`config.mk`:
```
export PLATFORM = sky130hd
export DESIGN_NAME = cmos_pixel_packer
export DESIGN_NICKNAME = d
export VERILOG_FILES = /design/src/rtl/video_pkg.sv /design/src/rtl/pix_line_meter.sv /design/src/rtl/cmos_pixel_packer.sv
export SDC_FILE = /design/constraint.sdc
export NUM_CORES = 1
export LEC_CHECK = 0
export BUFFER_PORTS_ARGS = -buffer_cell sky130_fd_sc_hd__clkbuf_2
export CAP_MARGIN = 30
export CORE_UTILIZATION = 35
export CTS_CLUSTER_DIAMETER = 100
export DETAILED_ROUTE_END_ITERATION = 7
export HOLD_SLACK_MARGIN = 0.15
export PLACE_DENSITY = 0.61
export SLEW_MARGIN = 20
export SYNTH_ARGS = -nofsm -noshare
export SYNTH_HDL_FRONTEND = slang
export SYNTH_SLANG_ARGS = --single-unit
export TNS_END_PERCENT = 30
```
`constraint.sdc`:
```
create_clock -name clk_i -period 5.95 [get_ports clk_i]
set_input_delay 0.2975 -clock clk_i [delete_from_list [all_inputs] [get_ports clk_i]]
set_output_delay 0.2975 -clock clk_i [all_outputs]
set_load 0.005 [all_outputs]
```
`src/rtl/video_pkg.sv`:
```
// Shared definitions for the camera pixel path: packer FSM states and the
// default pixel/counter widths.
package video_pkg;

  localparam int PIX_W_DEF = 10;
  localparam int CNT_W_DEF = 16;
  localparam int ZEXT_W    = 16;

  typedef enum logic [1:0] {
    ST_IDLE  = 2'd0,
    ST_FRAME = 2'd1,
    ST_LINE  = 2'd2,
    ST_FLUSH = 2'd3
  } pack_state_e;

endpackage

```
`src/rtl/pix_line_meter.sv`:
```
// Pixel/line counters for one frame: latches line 0 as the reference width
// and reports lines whose pixel count differs from it.
import video_pkg::*;

module pix_line_meter #(
  parameter int CNT_W = CNT_W_DEF
) (
  input  logic             clk_i,
  input  logic             rst_i,
  input  logic             frame_start_i,
  input  logic             line_first_i,
  input  logic             pix_inc_i,
  input  logic             line_end_i,
  output logic [CNT_W-1:0] line_cnt_o,
  output logic [CNT_W-1:0] ref_width_o,
  output logic             width_mismatch_o
);

  localparam logic [CNT_W-1:0] CNT_MAX = '1;

  logic [CNT_W-1:0] pix_cnt_q;
  logic [CNT_W-1:0] line_cnt_q;
  logic [CNT_W-1:0] ref_q;

  // NOTE: sequential state uses non-blocking assignments so every register
  // samples pre-edge values regardless of statement order.
  always_ff @(posedge clk_i or posedge rst_i) begin
    if (rst_i) begin
      pix_cnt_q  <= '0;
      line_cnt_q <= '0;
      ref_q      <= '0;
    end else if (frame_start_i) begin
      pix_cnt_q  <= '0;
      line_cnt_q <= '0;
      ref_q      <= '0;
    end else begin
      // The first pixel of a line is consumed in the cycle that opens it.
      if (line_first_i) begin
        pix_cnt_q <= CNT_W'(1);
      end else if (pix_inc_i && pix_cnt_q != CNT_MAX) begin
        pix_cnt_q <= pix_cnt_q + 1'b1;
      end
      if (line_end_i) begin
        if (line_cnt_q != CNT_MAX) line_cnt_q <= line_cnt_q + 1'b1;
        if (line_cnt_q == '0)      ref_q      <= pix_cnt_q;
      end
    end
  end

  assign width_mismatch_o = line_end_i && (line_cnt_q != '0) && (pix_cnt_q != ref_q);
  assign line_cnt_o       = line_cnt_q;
  assign ref_width_o      = ref_q;

endmodule

```
`src/rtl/cmos_pixel_packer.sv`:
```
// Packs the fv/lv-qualified CMOS pixel stream two pixels per 32-bit word,
// with line/frame markers, frame geometry and sticky error flags.
import video_pkg::*;

module cmos_pixel_packer #(
  parameter int PIX_W = PIX_W_DEF,
  parameter int CNT_W = CNT_W_DEF
) (
  input  logic             clk_i,
  input  logic             rst_i,
  input  logic             en_i,
  input  logic             fv_i,
  input  logic             lv_i,
  input  logic [PIX_W-1:0] pix_i,
  output logic [31:0]      data_o,
  output logic             data_vld_o,
  output logic             eol_o,
  output logic             sof_pl_o,
  output logic             eof_pl_o,
  output logic [CNT_W-1:0] frame_width_o,
  output logic [CNT_W-1:0] frame_height_o,
  output logic             err_width_o,
  output logic             err_odd_o,
  output logic             err_trunc_o
);

  logic             fv_r_q, fv_rr_q, lv_r_q, lv_rr_q;
  logic [PIX_W-1:0] pix_r_q;
  pack_state_e      state_q;
  logic [ZEXT_W-1:0] half_q;
  logic              half_vld_q;
  logic [31:0]       hold_q;
  logic              hold_vld_q;
  logic [31:0]       data_q;
  logic              data_vld_q, eol_q, sof_q, eof_q;
  logic [CNT_W-1:0]  width_q, height_q;
  logic              err_width_q, err_odd_q, err_trunc_q;

  always_ff @(posedge clk_i or posedge rst_i) begin
    if (rst_i) begin
      fv_r_q  <= 1'b0;
      fv_rr_q <= 1'b0;
      lv_r_q  <= 1'b0;
      lv_rr_q <= 1'b0;
      pix_r_q <= '0;
    end else begin
      fv_r_q  <= fv_i;
      fv_rr_q <= fv_r_q;
      lv_r_q  <= lv_i;
      lv_rr_q <= lv_r_q;
      pix_r_q <= pix_i;
    end
  end

  logic              fv_rise, lv_rise, pix_take;
  logic [ZEXT_W-1:0] pix_z;
  logic              frame_start, line_first, line_end;
  logic [CNT_W-1:0]  line_cnt, ref_width;
  logic              width_mismatch;

  assign fv_rise     = fv_r_q & ~fv_rr_q;
  assign lv_rise     = lv_r_q & ~lv_rr_q;
  assign pix_take    = fv_r_q & lv_r_q;
  assign pix_z       = ZEXT_W'(pix_r_q);
  assign frame_start = (state_q == ST_IDLE) && fv_rise && en_i;
  assign line_first  = (state_q == ST_FRAME) && fv_r_q && lv_rise;
  assign line_end    = ((state_q == ST_LINE) && !pix_take && !half_vld_q) ||
                       (state_q == ST_FLUSH);

  pix_line_meter #(.CNT_W(CNT_W)) u_meter (
    .clk_i           (clk_i),
    .rst_i           (rst_i),
    .frame_start_i   (frame_start),
    .line_first_i    (line_first),
    .pix_inc_i       ((state_q == ST_LINE) && pix_take),
    .line_end_i      (line_end),
    .line_cnt_o      (line_cnt),
    .ref_width_o     (ref_width),
    .width_mismatch_o(width_mismatch)
  );

  always_ff @(posedge clk_i or posedge rst_i) begin
    if (rst_i) begin
      state_q     <= ST_IDLE;
      half_q      <= '0;
      half_vld_q  <= 1'b0;
      hold_q      <= '0;
      hold_vld_q  <= 1'b0;
      data_q      <= '0;
      data_vld_q  <= 1'b0;
      eol_q       <= 1'b0;
      sof_q       <= 1'b0;
      eof_q       <= 1'b0;
      width_q     <= '0;
      height_q    <= '0;
      err_width_q <= 1'b0;
      err_odd_q   <= 1'b0;
      err_trunc_q <= 1'b0;
    end else begin
      data_vld_q <= 1'b0;
      eol_q      <= 1'b0;
      sof_q      <= 1'b0;
      eof_q      <= 1'b0;
      if (width_mismatch) err_width_q <= 1'b1;
      case (state_q)
        ST_IDLE: begin
          if (frame_start) begin
            sof_q       <= 1'b1;
            err_width_q <= 1'b0;
            err_odd_q   <= 1'b0;
            err_trunc_q <= 1'b0;
            half_vld_q  <= 1'b0;
            hold_vld_q  <= 1'b0;
            state_q     <= ST_FRAME;
          end
        end
        ST_FRAME: begin
          if (!fv_r_q) begin
            eof_q    <= 1'b1;
            width_q  <= ref_width;
            height_q <= line_cnt;
            state_q  <= ST_IDLE;
          end else if (lv_rise) begin
            half_q     <= pix_z;
            half_vld_q <= 1'b1;
            state_q    <= ST_LINE;
          end
        end
        ST_LINE: begin
          if (pix_take) begin
            if (!half_vld_q) begin
              half_q     <= pix_z;
              half_vld_q <= 1'b1;
            end else begin
              // The previous word is only released once a newer one exists,
              // so the final word of the line can carry eol.
              if (hold_vld_q) begin
                data_q     <= hold_q;
                data_vld_q <= 1'b1;
              end
              hold_q     <= {pix_z, half_q};
              hold_vld_q <= 1'b1;
              half_vld_q <= 1'b0;
            end
          end else begin
            if (lv_r_q) err_trunc_q <= 1'b1;
            if (half_vld_q) begin
              if (hold_vld_q) begin
                data_q     <= hold_q;
                data_vld_q <= 1'b1;
              end
              hold_q     <= {{ZEXT_W{1'b0}}, half_q};
              hold_vld_q <= 1'b1;
              half_vld_q <= 1'b0;
              err_odd_q  <= 1'b1;
              state_q    <= ST_FLUSH;
            end else begin
              if (hold_vld_q) begin
                data_q     <= hold_q;
                data_vld_q <= 1'b1;
                eol_q      <= 1'b1;
              end
              hold_vld_q <= 1'b0;
              state_q    <= ST_FRAME;
            end
          end
        end
        ST_FLUSH: begin
          data_q     <= hold_q;
          data_vld_q <= 1'b1;
          eol_q      <= 1'b1;
          hold_vld_q <= 1'b0;
          state_q    <= ST_FRAME;
        end
        default: state_q <= ST_IDLE;
      endcase
    end
  end

  assign data_o         = data_q;
  assign data_vld_o     = data_vld_q;
  assign eol_o          = eol_q;
  assign sof_pl_o       = sof_q;
  assign eof_pl_o       = eof_q;
  assign frame_width_o  = width_q;
  assign frame_height_o = height_q;
  assign err_width_o    = err_width_q;
  assign err_odd_o      = err_odd_q;
  assign err_trunc_o    = err_trunc_q;

endmodule

```
Word level (Yosys, flattened, before mapping)
Index checks and enable logic that the tools add are counted.
{"block": "word_totals", "register_bits": 185, "inputBits": 15, "word_cells": 139}
{"block": "classes", "muxes": 56, "n_eq_ne": 16, "n_reduce_logical": 36, "addsub": 2, "bitwise": 6}
{"op": "$mux W16", "n": 13}
{"op": "$mux W32", "n": 6}
{"op": "$pmux W32 S2", "n": 1}
{"op": "$add A16 B1 Y16 const B", "n": 2}
{"op": "$ne A16 B16 Y1 const B", "n": 2}
{"op": "$pmux W16 S2", "n": 1}
{"op": "$mux W1", "n": 23}
{"op": "$logic_not A16 Y1", "n": 1}
{"op": "$ne A16 B16 Y1", "n": 1}
{"op": "$ne A2 B2 Y1 const B", "n": 8}
{"op": "$reduce_bool A16 Y1", "n": 1}
{"op": "$reduce_and A4 Y1", "n": 3}
{"op": "$reduce_bool A2 Y1", "n": 6}
{"op": "$logic_and A1 B1 Y1", "n": 10}
{"op": "$mux W2", "n": 5}
{"op": "$reduce_and A2 Y1", "n": 5}
{"op": "$reduce_bool A3 Y1", "n": 3}
{"op": "$pmux W1 S2", "n": 4}
{"op": "$pmux W2 S4", "n": 1}
{"op": "$ne A3 B3 Y1 const B", "n": 2}
{"op": "$pmux W1 S3", "n": 2}
{"op": "$reduce_and A3 Y1", "n": 2}
{"op": "$reduce_and A5 Y1", "n": 1}
{"op": "$eq A2 B2 Y1 const B", "n": 2}
{"op": "other kinds (6)", "n": 11}

Depth between registers and ports, before layout
Gate-level depths: netlist (run 1).
{"block": "logic_depth", "word_depth": 10, "ltp_mapped": 8, "depth_no_buf": 7}

By module
A second synthesis (run 1) with hierarchy kept.
{"block": "unflattened", "cells_unflattened": 572, "hier_area_um2": 6972.9}
{"module": "cmos_pixel_packer", "area_each_um2": 4105.2, "seq_area_each_um2": 2677.6, "n_inst": 1, "cells_per_inst": 267}
{"module": "pix_line_meter", "area_each_um2": 2867.8, "seq_area_each_um2": 1201.2, "n_inst": 1, "cells_per_inst": 305}

Worst setup path after synthesis (run 1)
No wires, ideal clock.
{"block": "synth_timing", "path_type": "register -> register", "from": "register state_q[0]", "to": "register hold_q[0]", "setup_ps": 125, "path_stages_with_launch": 7, "slack_ps": 4137, "synth_period_minus_slack_ps": 1813, "t_arrival_ps": 1689, "t_required_ps": 5825, "cell_sequence": "dfrtp_1 inv_1 ha_1 buf_2 nand2_1 buf_1 mux2_2"}
{"block": "synth_via", "elab_chain_len": 2}
{"element": "start: declaration", "line": "cmos_pixel_packer.sv:29", "text": "pack_state_e state_q;"}
{"element": "start signal: assignment", "line": "cmos_pixel_packer.sv:84", "text": "state_q <= ST_IDLE;"}
{"element": "start signal: assignment", "line": "cmos_pixel_packer.sv:114", "text": "state_q <= ST_FRAME;"}
{"element": "start signal: assignment", "line": "cmos_pixel_packer.sv:122", "text": "state_q <= ST_IDLE;"}
{"element": "$eq A2 B2 Y1", "line": "cmos_pixel_packer.sv:105", "text": "case (state_q)"}
{"element": "$reduce_and A2 Y1 (no source line)"}
{"element": "end signal: assignment", "line": "cmos_pixel_packer.sv:141", "text": "hold_q <= {pix_z, half_q};"}
{"element": "end signal: assignment", "line": "cmos_pixel_packer.sv:152", "text": "hold_q <= {{ZEXT_W{1'b0}}, half_q};"}
{"element": "end: declaration", "line": "cmos_pixel_packer.sv:32", "text": "logic [31:0] hold_q;"}
No other way between the ends.
A chain may end at the register's enable or synchronous reset.

Final worst setup path (run 1)
{"block": "layout_timing", "from": "register state_q[0]", "to": "register half_q[1]"}
{"block": "layout_via", "elab_chain_len": 3, "elab_cells_between_ends": 9}
{"element": "$eq A2 B2 Y1 or $eq A2 B1 Y1 (tied branches)", "line": "cmos_pixel_packer.sv:105"}
{"element": "$ne A2 B2 Y1 (no source line) or $reduce_bool A2 Y1 (tied branches)"}
{"element": "$reduce_and A5 Y1 (no source line)"}
{"element": "end signal: assignment", "line": "cmos_pixel_packer.sv:124", "text": "half_q <= pix_z;"}
{"element": "end signal: assignment", "line": "cmos_pixel_packer.sv:132", "text": "half_q <= pix_z;"}
{"element": "end: declaration", "line": "cmos_pixel_packer.sv:30", "text": "logic [ZEXT_W-1:0] half_q;"}
Parallel ways exist; a longest one is shown, timed or not.

==> results of run 1 <==
[cell families (layout without fill, tap and decap cells)]
kind of cell               after synthesis  after routing
buffers and inverters                   58            137
DFF                                    155            155
adders and majority gates                9              9
and+or+nand+nor                        148            148
xor gates and xnor gates                17             17
other                                    1             12
AOI/OAI and AO/OA                      115            115
muxes                                   80             80
[power breakdown]
group | switching (µW) | leakage (µW) | internal (µW)
logic | 432 | 0.00147 | 402
registers | 203 | 0.00208 | 1320
clock network | 434 | 0.000322 | 829
total | 1070 | 0.00387 | 2550
[registers in the layout (all words and copies together), names as in the netlist, 2 cells and up]
register	cells
data_o	20
hold_q	20
u_meter.ref_width_o	16
frame_width_o	16
half_q	10
state_q	2
u_meter.line_cnt_o	16
frame_height_o	16
u_meter.pix_cnt_q	16
pix_r_q	10
[synthesized netlist by cell type, drive strengths merged (2+ instances only)]
library cell | n | area (µm²)
clkbuf | 12 | 46.3
buf | 35 | 213
nor4 | 10 | 62.6
a31oi | 5 | 31.3
and3 | 5 | 31.3
inv | 10 | 37.5
xnor2 | 17 | 149
nand3b | 2 | 15.0
a211oi | 2 | 15.0
o31ai | 11 | 82.6
o211ai | 2 | 15.0
or3 | 7 | 43.8
nand3 | 28 | 140
mux2 | 69 | 777
and2 | 4 | 25.0
nand2 | 32 | 123
dfrtp | 155 | 3880
a22o | 11 | 96.3
mux2i | 11 | 110
nor3 | 3 | 15.0
ha | 9 | 113
a21oi | 39 | 195
or4 | 12 | 93.8
a41o | 3 | 30.0
and4 | 5 | 43.8
o2111ai | 2 | 17.5
nor2 | 8 | 30.0
nand4 | 14 | 106
o21ai | 36 | 180
nor3b | 2 | 15.0
nand2b | 12 | 75.1
[metal layers]
| layer | track usage [%] | vias up | part of all wire (%) |
|---|---|---|---|
| li1 | - | 2248 | - |
| met1 | 20.3 | 2430 | 47 |
| met2 | 24.1 | 135 | 47 |
| met3 | 3.90 | 17 | 5.0 |
| met4 | 5.83 | 0 | 1.6 |
| met5 | 0 | - | 0 |
[metrics by stage]
stage	instances	util [%]
after CTS	931	43.4
final	933	43.6
after global routing	933	43.6
after global placement	886	39.0
after floorplan	594	-
after detailed placement	886	39.0
[critical path, delay by kind of cell, from the launching register on]
family | cells | cell delay [ns]
flip-flops | 1 | 0.43
multiplexers | 1 | 0.40
buffers and inverters | 1 | 0.12
AND/OR/NAND/NOR | 1 | 0.70
adder cells (fa/ha/maj) | 1 | 0.37
AO/OA/AOI/OAI | 1 | 0.62
[final timing paths]
check	start	end	slack (ns)	cells past startpoint
worst max-delay path	state_q[0]	half_q[1]	3.19	5
worst min-delay path	en_i	hold_vld_q	0.39	5
worst max register to register	state_q[0]	half_q[1]	3.19	5
worst min register to register	frame_height_o[0]	frame_height_o[0]	0.48	2
max in group asynchronous	rst_i	u_meter.line_cnt_o[8]	4.37	5
min in group asynchronous	rst_i	hold_q[4]	0.54	3
[area by class of cell]
| cell class | instances | share of cell area [%] |
|---|---|---|
| clock inverters | 15 | 3.26 |
| flip-flops and latches | 155 | 46.8 |
| clock buffers | 17 | 5.13 |
| multi-input cells | 381 | 33.3 |
| repair buffers | 94 | 6.99 |
| well taps | 260 | 3.93 |
| inverters | 11 | 0.559 |
==> flow_summary.yaml, run 1 <==
synth:
  synthArstFlopShare_pct: 100
  yosysWarnings: 0
  synthDistinctLibCells: 48
  syn_inst: 583
  netlist_area_mm2: 0.00689
  synth-compound-area-share_pct: 10.2
  synth-seq-cells: 155
  synth_edf_count: 0
  yosysSeqAreaShare_pct: 56.3
  synthAdderAreaFrac_pct: 1.63
  synthFlopType: "dfrtp_1"
  avgSynthCellArea_um2: 11.8
  muxShareOfSynthArea_pct: 12.9
  yosys.area_share.simple_pct: 12.5
  synth-xor-area-share_pct: 2.16
  synth_top_family_by_area: "multiplexers"
global_route:
  grt_max_degree: 87
  track_usage_pct: 15.3
  grt_antenna_before_repair: 1
  grt_pass1_vias: 4723
  grt_pass1_wl_um: 24200
  grt-ovfl-total: 0
finish:
  regArea_mm2: 0.00388
  final_area_mm2: 0.00829
  area_growth_pct: 20.2
  layout_common_cells: "155 x dfrtp_1, 73 x clkbuf_2, 69 x mux2_2"
  final_common_cell: "dfrtp_1"
  diodes: 0
  nFillCells: 1785
  drive_gt1_share_pct: 28.4
  multiInputGateArea_mm2: 0.00276
  nets: 684
cts:
  postCtsSetupBuffers: 0
  clk_pin_slew_ns: 0.06
  clk_latency_ns: 0.42
  root_buffer: "clkbuf_16"
  clock_sinks: 155
  cts_resized: 0
  cts_hold_buf: 13
  clockBufferDepth: 2
  h-tree-depth: 4
  cts_tree: "built"
  cts_buffers: 17
timing:
  tightest_slew_ns: 0.855
  finClkSkew_ns: 0.00816
  min_period_over_period_pct: 46.4
  fin_setup_tns_ns: 0
  drv_slew: 0
  finalCriticalPeriod_ns: 2.76
  slew-limit-headroom_pct: 42.9
  setup_violations: 0
  final_hold_viol_count: 0
  setup_ws_ns: 3.19
  rsz0062_at_grt: "false"
  fmax_mhz: 362
  hold_slack_ns: 0.389
placed_design:
  port-buffer-count: 73
  dpl_cell_area_mm2: 0.00742
  gp_congestion: 0.812
  dp_hpwl_um: 9940
  dpl_worst_slack_ns: 3.20
routing:
  firstDrtPassIters: 4
  drtAntennaViolNets: 0
  num_vias: 4830
  wl_per_cell_um: 15.8
  drtIter0Drc: 294
  wl_um: 14700
  drc: 0
  viasPerCell: 5.18
worst_setup_path:
  worstPathArrival_ns: 3.06
  cp-start-kind: "flip-flop"
  path_cells: "inv_1 -> ha_1 -> nand2_1 -> o2111a_1 -> mux2_2"
  slowest_stage: "nand2_1"
  path_class: "flip-flop to flip-flop"
  cp-end-kind: "flip-flop"
  required_ns: 6.25
  cp_max_fo: 23
  slowest_delay_ns: 0.70
run:
  max_cap_violations: 0
die:
  rows: 50
  die_x_um: 142
  core_mm2: 0.0190
  pin_count: 86
  start_util_pct: 36.2
  dieArea_mm2: 0.0203
  die_y_um: 142
outcome:
  status: "finished, final reports clean"
power_and_ir_drop:
  p_leak_uw: 0.00387
  irDropWorstVdd_mv: 0.271
  powerDensity_mw_per_mm2: 437
  total_power_uw: 3620
min_path:
  hp-class: "primary input to flip-flop"
Note: power is estimated with default switching activity, not from simulation.
==> run 2, diff against run 1 <==
--- a/config.mk
+++ b/config.mk
@@ -5,13 +5,14 @@
 export SDC_FILE = /design/constraint.sdc
 export NUM_CORES = 1
 export LEC_CHECK = 0
+export ABC_AREA = 1
 export BUFFER_PORTS_ARGS = -buffer_cell sky130_fd_sc_hd__clkbuf_2
 export CAP_MARGIN = 30
 export CORE_UTILIZATION = 35
 export CTS_CLUSTER_DIAMETER = 100
 export DETAILED_ROUTE_END_ITERATION = 7
 export HOLD_SLACK_MARGIN = 0.15
-export PLACE_DENSITY = 0.61
+export PLACE_DENSITY = 0.63
 export SLEW_MARGIN = 20
 export SYNTH_ARGS = -nofsm -noshare
 export SYNTH_HDL_FRONTEND = slang
==> constraint.sdc (replaced) <==
create_clock -name clk_i -period 2.3 [get_ports clk_i]
set_input_delay 0.115 -clock clk_i [delete_from_list [all_inputs] [get_ports clk_i]]
set_output_delay 0.115 -clock clk_i [all_outputs]
set_load 0.005 [all_outputs]
==> run 2 against run 1 <==
Effect of this change:
- area after synthesis up 1.5%
- clock-buffer cell count up 2
- flip-flop and latch count unchanged
- via count up 15%
- final area up 1.1%
- sequential power up 150%
- critical path type unchanged
- critical endpoint is now state_q[1]
==> flow_summary.yaml, run 2 <==
timing:
  slew-limit-headroom_pct: 45.6
  fin_setup_tns_ns: 0
  setup_violations: 0
  drv_slew: 0
  tightest_slew_ns: 0.815
  rsz0062_at_grt: "false"
  final_hold_viol_count: 0
  finClkSkew_ns: 0.00669
  finalCriticalPeriod_ns: 2.05
  fmax_mhz: 488
  min_period_over_period_pct: 89.0
worst_setup_path:
  crit_cells: 9
  r2r-start: "state_q[1]"
  cp_max_fo: 16
  rrSetupSlack_ns: 0.25
  crit_family: "compound AO/OA/AOI/OAI gates"
  slowest_stage: "dfrtp_1"
  cp_num_buf_inv: 2
  cp-end-kind: "flip-flop"
  slowest_delay_ns: 0.42
  r2r-end: "state_q[1]"
  worstPathArrival_ns: 2.38
  required_ns: 2.63
  cp-start-kind: "flip-flop"
  crit_start: "state_q[1]"
  path_class: "flip-flop to flip-flop"
  worst_path_most_repeated_cell: "nand2_1"
  endpoint: "state_q[1]"
  path_cells: "inv_1 -> ha_1 -> nand4_2 -> buf_4 -> nand2_1 -> nand2_1 -> a21oi_1 -> o211ai_1 -> o21ai_0"
  r2r_cells: 9
synth:
  synth-xor-area-share_pct: 0.876
  yosysTopAreaCell: "dfrtp_1"
  avgSynthCellArea_um2: 8.39
  ys_top_cells_by_area: "dfrtp_1 55%, nand2_1 12%, o21ai_0 7.4%"
  synth_top_family_by_area: "simple AND/OR/NAND/NOR gates"
  netlist_area_mm2: 0.00700
  yosysSeqAreaShare_pct: 55.4
  synth_top_cell_area_share_pct: 55.4
  ys_top_cells_by_count: "225 x nand2_1, 155 x dfrtp_1, 104 x inv_1, 104 x o21ai_0, 51 x nand3_1"
  yosys.area_share.simple_pct: 21.9
  synthDistinctLibCells: 32
  synthFlopType: "dfrtp_1"
  synth-compound-area-share_pct: 11.2
  yosysMostFrequentCell: "nand2_1"
  synthAdderAreaFrac_pct: 1.61
  synthArstFlopShare_pct: 100
  synth_edf_count: 0
  synth-seq-cells: 155
  syn_inst: 834
  muxShareOfSynthArea_pct: 0
  yosysWarnings: 0
global_route:
  grt_pass1_vias: 5091
  grt_antenna_before_repair: 0
  grt-ovfl-total: 0
  met3_usage_pct: 3.30
  grt_pass1_wl_um: 25400
  grt_max_degree: 156
  gr-usage-met2_pct: 25.6
  grtUsageMet1_pct: 21.1
  gr-max-usage-layer: "met2"
  track_usage_pct: 15.9
finish:
  diodes: 0
  area_growth_pct: 19.7
  nFillCells: 1948
  nets: 945
  layout_common_cells: "225 x nand2_1, 155 x dfrtp_1, 104 x o21ai_0"
  regArea_mm2: 0.00388
  drive_gt1_share_pct: 14.7
  multiInputGateArea_mm2: 0.00253
  final_common_cell: "nand2_1"
cts:
  clk_pin_slew_ns: 0.06
  postCtsSetupBuffers: 0
  cts_buffers: 17
  clock_sinks: 155
  root_buffer: "clkbuf_16"
  cts_tree: "built"
  h-tree-depth: 4
  clk_latency_ns: 0.42
  clockBufferDepth: 2
outcome:
  status: "finished, final reports clean"
placed_design:
  gp_congestion: 0.894
  port-buffer-count: 73
  dp_hpwl_um: 10500
min_path:
  hp-class: "primary input to flip-flop"
  hold_depth: 4
power_and_ir_drop:
  powerDensity_mw_per_mm2: 1060
  irDropWorstVdd_mv: 0.404
  total_power_uw: 8920
  p_leak_uw: 0.00411
die:
  die_x_um: 143
  pin_count: 86
  core_mm2: 0.0195
  die_y_um: 143
  rows: 51
  start_util_pct: 35.8
  dieArea_mm2: 0.0206
routing:
  drc: 0
  wl_per_cell_um: 12.7
  drtIter0Drc: 401
  drtAntennaViolNets: 0
  firstDrtPassIters: 6
  viasPerCell: 4.64
  num_vias: 5561
  wl_um: 15200
run:
  max_cap_violations: 0
==> run 2: changes by cell type in the layout (fill, tap and decap cells not counted), moves of 11 or more <==
| cell | before | now |
|---|---|---|
| o21ai_1 | 0 | 13 |
| mux2_2 | 69 | 0 |
| nor2_1 | 8 | 48 |
| or4_1 | 11 | 0 |
| a21oi_1 | 39 | 20 |
| inv_1 | 9 | 103 |
| xnor2_1 | 17 | 0 |
| a22o_1 | 11 | 0 |
| o21ai_0 | 36 | 104 |
| mux2i_1 | 11 | 0 |
| nand2b_1 | 12 | 0 |
| nand3_1 | 28 | 51 |
| o31ai_1 | 11 | 0 |
| nand2_1 | 31 | 225 |
==> run 2: repair_timing <==
item | CTS | global route
setup endpoints to repair | 0 | 9
hold buffers | 13 | 0
endpoints found under the hold margin | 167 | 0
resized for setup | 0 | 1
==> run 2: metal layers <==
layer	routed length, µm	up-vias
met1	7210	2611
met4	229	0
met3	542	18
met2	7260	119
met5	0	-
li1	-	2813
==> run 2: final cells by class <==
| class | count | area share (%) |
|---|---|---|
| Clock buffer | 19 | 5.41 |
| Clock inverter | 13 | 1.85 |
| Inverter | 108 | 4.88 |
| Multi-Input combinational cell | 540 | 30.2 |
| Sequential cell | 155 | 46.3 |
| Tap cell | 265 | 3.96 |
| Timing Repair Buffer | 99 | 7.38 |
==> run 2: stage by stage <==
step | cells | worst slack [ns] | hold WS, ns | utilization [%] | instance area (µm²)
detailed placement | 1154 | 0.0444 | 0.225 | 39.1 | 7640
global route | 1199 | 0.00495 | 0.202 | 42.9 | 8380
floorplan | 845 | 0.226 | 0.146 | - | 7040
global placement | 1154 | 0.172 | 0.224 | 39.1 | 7640
CTS | 1199 | 0.0334 | 0.170 | 42.9 | 8370
finish | 1199 | 0.252 | 0.192 | 42.9 | 8380
==> run 2: kinds of logic (layout without fill, tap and decap cells) <==
kind of cell | after synthesis | count (layout)
compound gates | 151 | 151
simple gates | 361 | 361
flops | 155 | 155
xor+xnor | 7 | 7
buf+inv | 150 | 239
fa+ha+maj | 9 | 9
other cells | 1 | 12
==> run 2: tightest hold or removal path: stages <==
cell and delay, ns:
clkbuf_2 0.11, nand4_2 0.12, inv_2 0.05, buf_4 0.16
==> run 2: how the worst min path moves through the flow <==
stage / slack (ns) / endpoint / from
2_1_floorplan: 0.15 / fv_r_q / fv_i
3_3_place_gp: 0.22 / pix_r_q[6] / pix_i[6]
3_5_place_dp: 0.22 / pix_r_q[4] / pix_i[4]
4_1_cts: 0.17 / sof_pl_o / en_i
5_1_grt: 0.20 / sof_pl_o / en_i
6_report: 0.19 / sof_pl_o / en_i
==> run 2: report_power, final <==
part | total [µW] | internal (µW) | switching [µW]
Clock | 2840 | 1690 | 1150
Sequential | 3760 | 3380 | 386
Combinational | 2310 | 861 | 1450
Total | 8920 | 5920 | 2990
